===== src/rtl/multibeat_fetcher_if.sv =====
// multibeat_fetcher_if
//   Program-memory read channel between one core's fetcher and its
//   memory-controller port.
//   master (fetcher): drives mem_read_request / mem_read_address,
//                     samples mem_read_ready / mem_read_data.
//   slave  (memory) : the opposite directions.
interface multibeat_fetcher_if #(
    parameter int ADDR_W = 8,
    parameter int DATA_W = 16
);
    logic              mem_read_request;
    logic [ADDR_W-1:0] mem_read_address;
    logic              mem_read_ready;
    logic [DATA_W-1:0] mem_read_data;

    modport master (
        output mem_read_request, mem_read_address,
        input  mem_read_ready, mem_read_data
    );

    modport slave (
        input  mem_read_request, mem_read_address,
        output mem_read_ready, mem_read_data
    );
endinterface


===== src/rtl/multibeat_fetcher.sv =====
// multibeat_fetcher
//   Per-core instruction fetcher. Builds an INSTR_WIDTH instruction from
//   BEATS consecutive MEM_DATA_WIDTH program-memory beats. The last fetched
//   instruction and its PC form a single-entry hit buffer, so a re-fetch of
//   that PC completes in one cycle without touching memory.
// Ports
//   clk, reset_n    : clock, asynchronous active-low reset
//   core_state      : scheduler state (FETCH=3'b001, DECODE=3'b010)
//   current_pc      : PC to fetch, sampled only in IDLE
//   flush           : invalidates the hit buffer
//   mem             : program-memory read channel (master side)
//   fetcher_state   : IDLE=000, FETCHING=001, FETCHED=010
//   instruction     : last completed instruction (never partial)
//   fetch_hit       : one-cycle pulse on a buffer-hit IDLE->FETCHED
// All outputs are registered.
module multibeat_fetcher #(
    parameter int ADDR_WIDTH     = 8,
    parameter int INSTR_WIDTH    = 16,
    parameter int MEM_DATA_WIDTH = 16,
    parameter int HIT_BUFFER     = 1,
    localparam int BEATS          = INSTR_WIDTH / MEM_DATA_WIDTH,
    localparam int BEAT_W         = $clog2(BEATS),
    localparam int MEM_ADDR_WIDTH = ADDR_WIDTH + BEAT_W
) (
    input  logic                   clk,
    input  logic                   reset_n,
    input  logic [2:0]             core_state,
    input  logic [ADDR_WIDTH-1:0]  current_pc,
    input  logic                   flush,
    multibeat_fetcher_if.master    mem,
    output logic [2:0]             fetcher_state,
    output logic [INSTR_WIDTH-1:0] instruction,
    output logic                   fetch_hit
);
    localparam logic [2:0] CORE_FETCH  = 3'b001;
    localparam logic [2:0] CORE_DECODE = 3'b010;

    localparam logic [2:0] FETCHER_IDLE     = 3'b000;
    localparam logic [2:0] FETCHER_FETCHING = 3'b001;
    localparam logic [2:0] FETCHER_FETCHED  = 3'b010;

    // Counter is at least one bit wide so BEATS=1 still elaborates cleanly.
    localparam int              CNT_W    = (BEATS > 1) ? BEAT_W : 1;
    localparam logic [CNT_W-1:0] LAST_BEAT = CNT_W'(BEATS - 1);

    logic [2:0]                state_q, state_d;
    logic                      req_q, req_d;
    logic [MEM_ADDR_WIDTH-1:0] addr_q, addr_d;
    logic [INSTR_WIDTH-1:0]    instr_q, instr_d;
    logic [INSTR_WIDTH-1:0]    shadow_q, shadow_d;
    logic                      hit_q, hit_d;
    logic                      valid_q, valid_d;
    logic [ADDR_WIDTH-1:0]     tag_q, tag_d;
    logic [ADDR_WIDTH-1:0]     pend_tag_q, pend_tag_d;
    logic [CNT_W-1:0]          cnt_q, cnt_d;
    // Sticky: a flush arrived during the current FETCHING sequence.
    logic                      flush_seen_q, flush_seen_d;

    logic                      is_hit;
    logic                      beat_ok;
    logic                      last_beat;
    logic [INSTR_WIDTH-1:0]    full_word;

    assign is_hit    = (HIT_BUFFER != 0) && valid_q && (tag_q == current_pc) && !flush;
    // ready only counts while a request is actually outstanding.
    assign beat_ok   = req_q && mem.mem_read_ready;
    assign last_beat = (cnt_q == LAST_BEAT);

    // Shadow with the incoming beat merged at its slot; on the final beat
    // this is the complete instruction.
    always_comb begin
        full_word = shadow_q;
        for (int k = 0; k < BEATS; k++) begin
            if (cnt_q == CNT_W'(k))
                full_word[k*MEM_DATA_WIDTH +: MEM_DATA_WIDTH] = mem.mem_read_data;
        end
    end

    // ---------------- state register ----------------
    always_ff @(posedge clk or negedge reset_n) begin
        if (!reset_n) begin
            state_q      <= FETCHER_IDLE;
            req_q        <= 1'b0;
            addr_q       <= '0;
            instr_q      <= '0;
            shadow_q     <= '0;
            hit_q        <= 1'b0;
            valid_q      <= 1'b0;
            tag_q        <= '0;
            pend_tag_q   <= '0;
            cnt_q        <= '0;
            flush_seen_q <= 1'b0;
        end else begin
            state_q      <= state_d;
            req_q        <= req_d;
            addr_q       <= addr_d;
            instr_q      <= instr_d;
            shadow_q     <= shadow_d;
            hit_q        <= hit_d;
            valid_q      <= valid_d;
            tag_q        <= tag_d;
            pend_tag_q   <= pend_tag_d;
            cnt_q        <= cnt_d;
            flush_seen_q <= flush_seen_d;
        end
    end

    // ---------------- next-state logic ----------------
    always_comb begin
        state_d = state_q;
        case (state_q)
            FETCHER_IDLE: begin
                if (core_state == CORE_FETCH)
                    state_d = is_hit ? FETCHER_FETCHED : FETCHER_FETCHING;
            end
            FETCHER_FETCHING: begin
                if (beat_ok && last_beat)
                    state_d = FETCHER_FETCHED;
            end
            FETCHER_FETCHED: begin
                if (core_state == CORE_DECODE)
                    state_d = FETCHER_IDLE;
            end
            default: state_d = FETCHER_IDLE;
        endcase
    end

    // ---------------- output / datapath logic ----------------
    always_comb begin
        req_d        = req_q;
        addr_d       = addr_q;
        instr_d      = instr_q;
        shadow_d     = shadow_q;
        hit_d        = 1'b0;
        valid_d      = valid_q;
        tag_d        = tag_q;
        pend_tag_d   = pend_tag_q;
        cnt_d        = cnt_q;
        flush_seen_d = flush_seen_q;

        if (flush)
            valid_d = 1'b0;

        case (state_q)
            FETCHER_IDLE: begin
                if (core_state == CORE_FETCH) begin
                    if (is_hit) begin
                        // instruction register already holds the buffered word
                        hit_d = 1'b1;
                    end else begin
                        req_d        = 1'b1;
                        addr_d       = MEM_ADDR_WIDTH'(current_pc) * MEM_ADDR_WIDTH'(BEATS);
                        cnt_d        = '0;
                        pend_tag_d   = current_pc;
                        flush_seen_d = 1'b0;
                    end
                end
            end
            FETCHER_FETCHING: begin
                if (flush)
                    flush_seen_d = 1'b1;
                if (beat_ok) begin
                    if (last_beat) begin
                        instr_d = full_word;
                        req_d   = 1'b0;
                        tag_d   = pend_tag_q;
                        valid_d = !(flush_seen_q || flush);
                    end else begin
                        shadow_d = full_word;
                        cnt_d    = cnt_q + CNT_W'(1);
                        addr_d   = addr_q + MEM_ADDR_WIDTH'(1);
                    end
                end
            end
            FETCHER_FETCHED: ;
            default: req_d = 1'b0;
        endcase
    end

    assign mem.mem_read_request = req_q;
    assign mem.mem_read_address = addr_q;
    assign fetcher_state        = state_q;
    assign instruction          = instr_q;
    assign fetch_hit            = hit_q;
endmodule

===== src/flat_wrapper.sv =====
// flat-port wrapper written by rule: the top's interface ports become plain ports
module multibeat_fetcher_flat 
#(
    parameter int ADDR_WIDTH     = 8,
    parameter int INSTR_WIDTH    = 16,
    parameter int MEM_DATA_WIDTH = 16,
    parameter int HIT_BUFFER     = 1,
    localparam int BEATS          = INSTR_WIDTH / MEM_DATA_WIDTH,
    localparam int BEAT_W         = $clog2(BEATS),
    localparam int MEM_ADDR_WIDTH = ADDR_WIDTH + BEAT_W
)
  (clk, reset_n, core_state, current_pc, flush, fetcher_state, instruction, fetch_hit, mem_mem_read_request, mem_mem_read_address, mem_mem_read_ready, mem_mem_read_data);
  multibeat_fetcher_if mem_i ();
  input  logic clk;
  input  logic reset_n;
  input  logic [2:0] core_state;
  input  logic [ADDR_WIDTH-1:0] current_pc;
  input  logic flush;
  output logic [2:0] fetcher_state;
  output logic [INSTR_WIDTH-1:0] instruction;
  output logic fetch_hit;
  output wire logic [$bits(mem_i.mem_read_request)-1:0] mem_mem_read_request;
  output wire logic [$bits(mem_i.mem_read_address)-1:0] mem_mem_read_address;
  input wire logic [$bits(mem_i.mem_read_ready)-1:0] mem_mem_read_ready;
  input wire logic [$bits(mem_i.mem_read_data)-1:0] mem_mem_read_data;
  assign mem_mem_read_request = mem_i.mem_read_request;
  assign mem_mem_read_address = mem_i.mem_read_address;
  assign mem_i.mem_read_ready = mem_mem_read_ready;
  assign mem_i.mem_read_data = mem_mem_read_data;
  multibeat_fetcher #(.ADDR_WIDTH(ADDR_WIDTH), .INSTR_WIDTH(INSTR_WIDTH), .MEM_DATA_WIDTH(MEM_DATA_WIDTH), .HIT_BUFFER(HIT_BUFFER)) u_core (.clk(clk), .reset_n(reset_n), .core_state(core_state), .current_pc(current_pc), .flush(flush), .mem(mem_i), .fetcher_state(fetcher_state), .instruction(instruction), .fetch_hit(fetch_hit));
endmodule

===== config.mk =====
export PLATFORM = sky130hd
export DESIGN_NAME = multibeat_fetcher_flat
export DESIGN_NICKNAME = d
export VERILOG_FILES = /design/src/rtl/multibeat_fetcher_if.sv /design/src/rtl/multibeat_fetcher.sv /design/src/flat_wrapper.sv
export SDC_FILE = /design/constraint.sdc
export NUM_CORES = 1
export LEC_CHECK = 0
export CAP_MARGIN = 5
export CORE_MARGIN = 5
export CORE_UTILIZATION = 30
export CTS_CLUSTER_DIAMETER = 200
export DETAILED_ROUTE_END_ITERATION = 8
export GPL_ROUTABILITY_DRIVEN = 0
export PLACE_DENSITY = 0.55
export SYNTH_ARGS = -nofsm -noshare
export SYNTH_HDL_FRONTEND = slang
export SYNTH_SLANG_ARGS = --single-unit

===== constraint.sdc =====
create_clock -name clk -period 2.35 [get_ports clk]
set_input_delay 0.3525 -clock clk [delete_from_list [all_inputs] [get_ports clk]]
set_output_delay 0.3525 -clock clk [all_outputs]
set_load 0.02 [all_outputs]

==> results.json <==
{
  "run_status": "completed",
  "worst-path-buf-inv": 2,
  "clock-skew-final_ps": 4.29,
  "wirelength_per_cell_um": 14.3,
  "post_cts_resized": 0,
  "maximum_operating_frequency_ghz": 0.485,
  "synthSimpleGateAreaFrac": 0.0567,
  "design.final.nets": 225,
  "final_cell_count_no_fill": 272,
  "final_antenna_net_count": 0,
  "postSynthAreaPerCell_um2": 14.9,
  "insertedDiodeCount": 0,
  "final.period_utilization": 0.878,
  "share_of_layout_cells_above_drive_strength_1": 0.297,
  "vias_per_cell": 4.49,
  "clk_pin_slew_worst_paths_ps": 80,
  "drc_errors": 0,
  "worst_slew_pin_slew_ps": 572,
  "hold_path_class": "in -> async",
  "synth_cells": 127,
  "synth-xor-area-share": 0.0369,
  "routed_wire_length_um": 3880,
  "cts_setup_buffers": 0,
  "grt_use_total": 0.109,
  "dieWidth_um": 89.5,
  "cts_htree_levels": 2,
  "critical_path.slowest_cell": "sky130_fd_sc_hd__clkdlybuf4s50_1",
  "synth-compound-area-share": 0.0198,
  "crit_arrival_ps": 2240,
  "synth-seq-cells": 46,
  "finalSetupTns_ps": 0,
  "critPathTopFamily": "simple AND/OR/NAND/NOR gates",
  "clock_path_buffers": 2,
  "clock-sinks": 46,
  "first_global_vias": 1410,
  "postSynthNetCount": 158,
  "placement_rows": 29,
  "slew_headroom": 0.619,
  "worstSetupEndpointType": "register",
  "worstSetupStartpointType": "input pin",
  "slowest_delay_ps": 480,
  "post_synth_mux_area_share": 0.251,
  "synth-adder-area-share": 0,
  "seq_area_frac_synth": 0.607,
  "post-dp-hpwl_um": 2930,
  "number_of_antenna_violations_at_the_first_check_in_global_routing": 0,
  "portBuffers": 58,
  "die_height_um": 89.5,
  "route.vias.total": 1221,
  "required_ps": 2530,
  "fp.coreArea_um2": 6240,
  "clk_root_buffer_cell": "sky130_fd_sc_hd__clkbuf_8",
  "hold_buffers": 0,
  "setup.worst_path.class": "in -> reg",
  "initial_core_util": 0.304,
  "cts_buffer_count": 5,
  "placed_cells_incl_taps": 264,
  "synthesis.area_um2": 1900,
  "detail_route.first_pass.iterations": 2,
  "worst_skew_pair.late_latency_ps": 290,
  "main_combinational_cell_family_by_area_after_synthesis": "multiplexers",
  "global_route.overflow_total": 0,
  "largest_net_degree_at_the_start_of_global_routing": 28,
  "power_density_nw_per_um2": 1250,
  "final.min_clock_period_ps": 2060,
  "setup_viol": 0,
  "crit_path_cells": "clkdlybuf4s50_1 -> or3b_1 -> or3_4 -> nand2b_1 -> buf_12 -> mux2_4",
  "area_growth_pct": 41.2,
  "finalHoldWorstSlack_ps": 49.5,
  "grt_setup_unrepaired": "false",
  "fp.dieArea_um2": 8010,
  "timing_hold_violations_final": 0,
  "global_route_wire_length_before_repair_um": 6600,
  "critPathMaxFanout": 19,
  "ir_worst_vdd_mv": 0.537,
  "io-pin-count": 60,
  "tritoncts": "done",
  "final_max_tran_viols": 0,
  "first_drt_iteration_drcs": 26,
  "leakagePower_nw": 1.18,
  "synth.yosys.warnings": 0,
  "post_synth_num_cell_types": 25,
  "cap_viol_max_count": 0
}
-- sequential cells by signal, indices dropped and copies added (netlist names) --
register	count
u_core.flush_seen_q	1
u_core.pend_tag_q	8
u_core.fetcher_state	2
u_core.mem.mem_read_request	1
u_core.valid_q	1
u_core.tag_q	8
u_core.instruction	16
u_core.mem.mem_read_address	8
u_core.fetch_hit	1
-- path summary, 6_finish.rpt --
| check | startpoint | endpoint | slack, ps | cells after the start |
|---|---|---|---|---|
| worst max-delay path | core_state[0] | u_core.pend_tag_q[4] | 290 | 6 |
| worst min-delay path | reset_n | u_core.instruction[2] | 50 | 1 |
| worst max register to register | u_core.tag_q[0] | u_core.mem.mem_read_address[5] | 510 | 7 |
| worst min register to register | u_core.pend_tag_q[0] | u_core.pend_tag_q[0] | 510 | 1 |
| max in group asynchronous | reset_n | u_core.instruction[14] | 1720 | 2 |
| min in group clk | u_core.pend_tag_q[0] | u_core.pend_tag_q[0] | 510 | 1 |
-- routing by layer --
layer	wire length, um	track usage	vias up
li1	-	-	572
met2	1870	0.181	36
met5	0	0	-
met1	1660	0.128	608
met4	62	0.0406	0
met3	283	0.0396	5
-- synthesized netlist by cell type --
master | number | area share
sky130_fd_sc_hd__dfrtp_1 | 46 | 0.61
sky130_fd_sc_hd__mux2_2 | 33 | 0.20
sky130_fd_sc_hd__xor2_1 | 8 | 0.037
sky130_fd_sc_hd__mux2_4 | 7 | 0.055
sky130_fd_sc_hd__nor2_1 | 5 | 0.0099
sky130_fd_sc_hd__nand2_1 | 4 | 0.0079
sky130_fd_sc_hd__a21oi_1 | 3 | 0.0079
sky130_fd_sc_hd__nand3_1 | 3 | 0.0079
sky130_fd_sc_hd__clkbuf_1 | 2 | 0.0040
sky130_fd_sc_hd__a211o_2 | 1 | 0.0053
sky130_fd_sc_hd__and2_2 | 1 | 0.0040
sky130_fd_sc_hd__buf_12 | 1 | 0.011
sky130_fd_sc_hd__buf_4 | 1 | 0.0040
sky130_fd_sc_hd__buf_6 | 1 | 0.0059
sky130_fd_sc_hd__conb_1 | 1 | 0.0020
sky130_fd_sc_hd__inv_1 | 1 | 0.0020
sky130_fd_sc_hd__nand2b_1 | 1 | 0.0033
sky130_fd_sc_hd__nand4_1 | 1 | 0.0033
sky130_fd_sc_hd__nor3_1 | 1 | 0.0026
sky130_fd_sc_hd__nor3b_1 | 1 | 0.0040
sky130_fd_sc_hd__nor4_1 | 1 | 0.0033
sky130_fd_sc_hd__o211ai_1 | 1 | 0.0040
sky130_fd_sc_hd__o21ai_0 | 1 | 0.0026
sky130_fd_sc_hd__or3_4 | 1 | 0.0059
sky130_fd_sc_hd__or3b_1 | 1 | 0.0046
-- layout make-up --
cell class	instances	area, um^2
clock buffers	7	86.3
clock inverters	1	5.00
fillers	599	3560
inverters	1	3.75
multi-input cells	75	696
flip-flops and latches	46	1150
well taps	77	96.3
repair buffers	65	641
-- logic make-up (layout without fill, tap and decap cells) --
family | after synthesis | in the layout
muxes | 40 | 40
buffers and inverters | 6 | 74
DFF | 46 | 46
other | 1 | 1
xor gates and xnor gates | 8 | 8
and+or+nand+nor | 20 | 20
AOI/OAI and AO/OA | 6 | 6
-- where the power goes --
group	internal, W	switching, W
logic	0.000849	0.000627
registers	0.00117	0.000218
clock network	0.000237	0.000240
total	0.00226	0.00108
-- metrics by stage --
step           area [um^2]  setup WS, ps   util  power, W
2_1_floorplan         1900           446      -   0.00221
3_5_place_dp          2590          6.84  0.415   0.00291
3_3_place_gp          2590         0.808  0.415   0.00286
4_1_cts               2680           316  0.429   0.00341
5_1_grt               2680           252  0.429   0.00357
6_report              2680           288  0.429   0.00334
-- cells in the final DEF (no fill, tap or decap) --
cell                              instances
sky130_fd_sc_hd__dfrtp_1                 46
sky130_fd_sc_hd__nand4_1                  1
sky130_fd_sc_hd__a21oi_1                  3
sky130_fd_sc_hd__xor2_1                   8
sky130_fd_sc_hd__nand3_1                  3
sky130_fd_sc_hd__or3_4                    1
sky130_fd_sc_hd__nor4_1                   1
sky130_fd_sc_hd__mux2_2                  33
sky130_fd_sc_hd__conb_1                   1
sky130_fd_sc_hd__clkdlybuf4s50_1         57
sky130_fd_sc_hd__o21ai_0                  1
sky130_fd_sc_hd__mux2_4                   7
sky130_fd_sc_hd__o211ai_1                 1
sky130_fd_sc_hd__nor3_1                   1
sky130_fd_sc_hd__or3b_1                   1
sky130_fd_sc_hd__nor2_1                   5
sky130_fd_sc_hd__nor3b_1                  1
sky130_fd_sc_hd__buf_12                   1
sky130_fd_sc_hd__clkinv_2                 1
sky130_fd_sc_hd__a211o_2                  1
sky130_fd_sc_hd__and2_2                   1
sky130_fd_sc_hd__inv_1                    1
sky130_fd_sc_hd__clkbuf_1                 1
sky130_fd_sc_hd__clkbuf_8                 6
sky130_fd_sc_hd__nand2_1                  4
sky130_fd_sc_hd__nand2b_1                 1
sky130_fd_sc_hd__buf_4                    6
sky130_fd_sc_hd__buf_2                    1
Note: power is estimated with default switching activity, not from simulation.
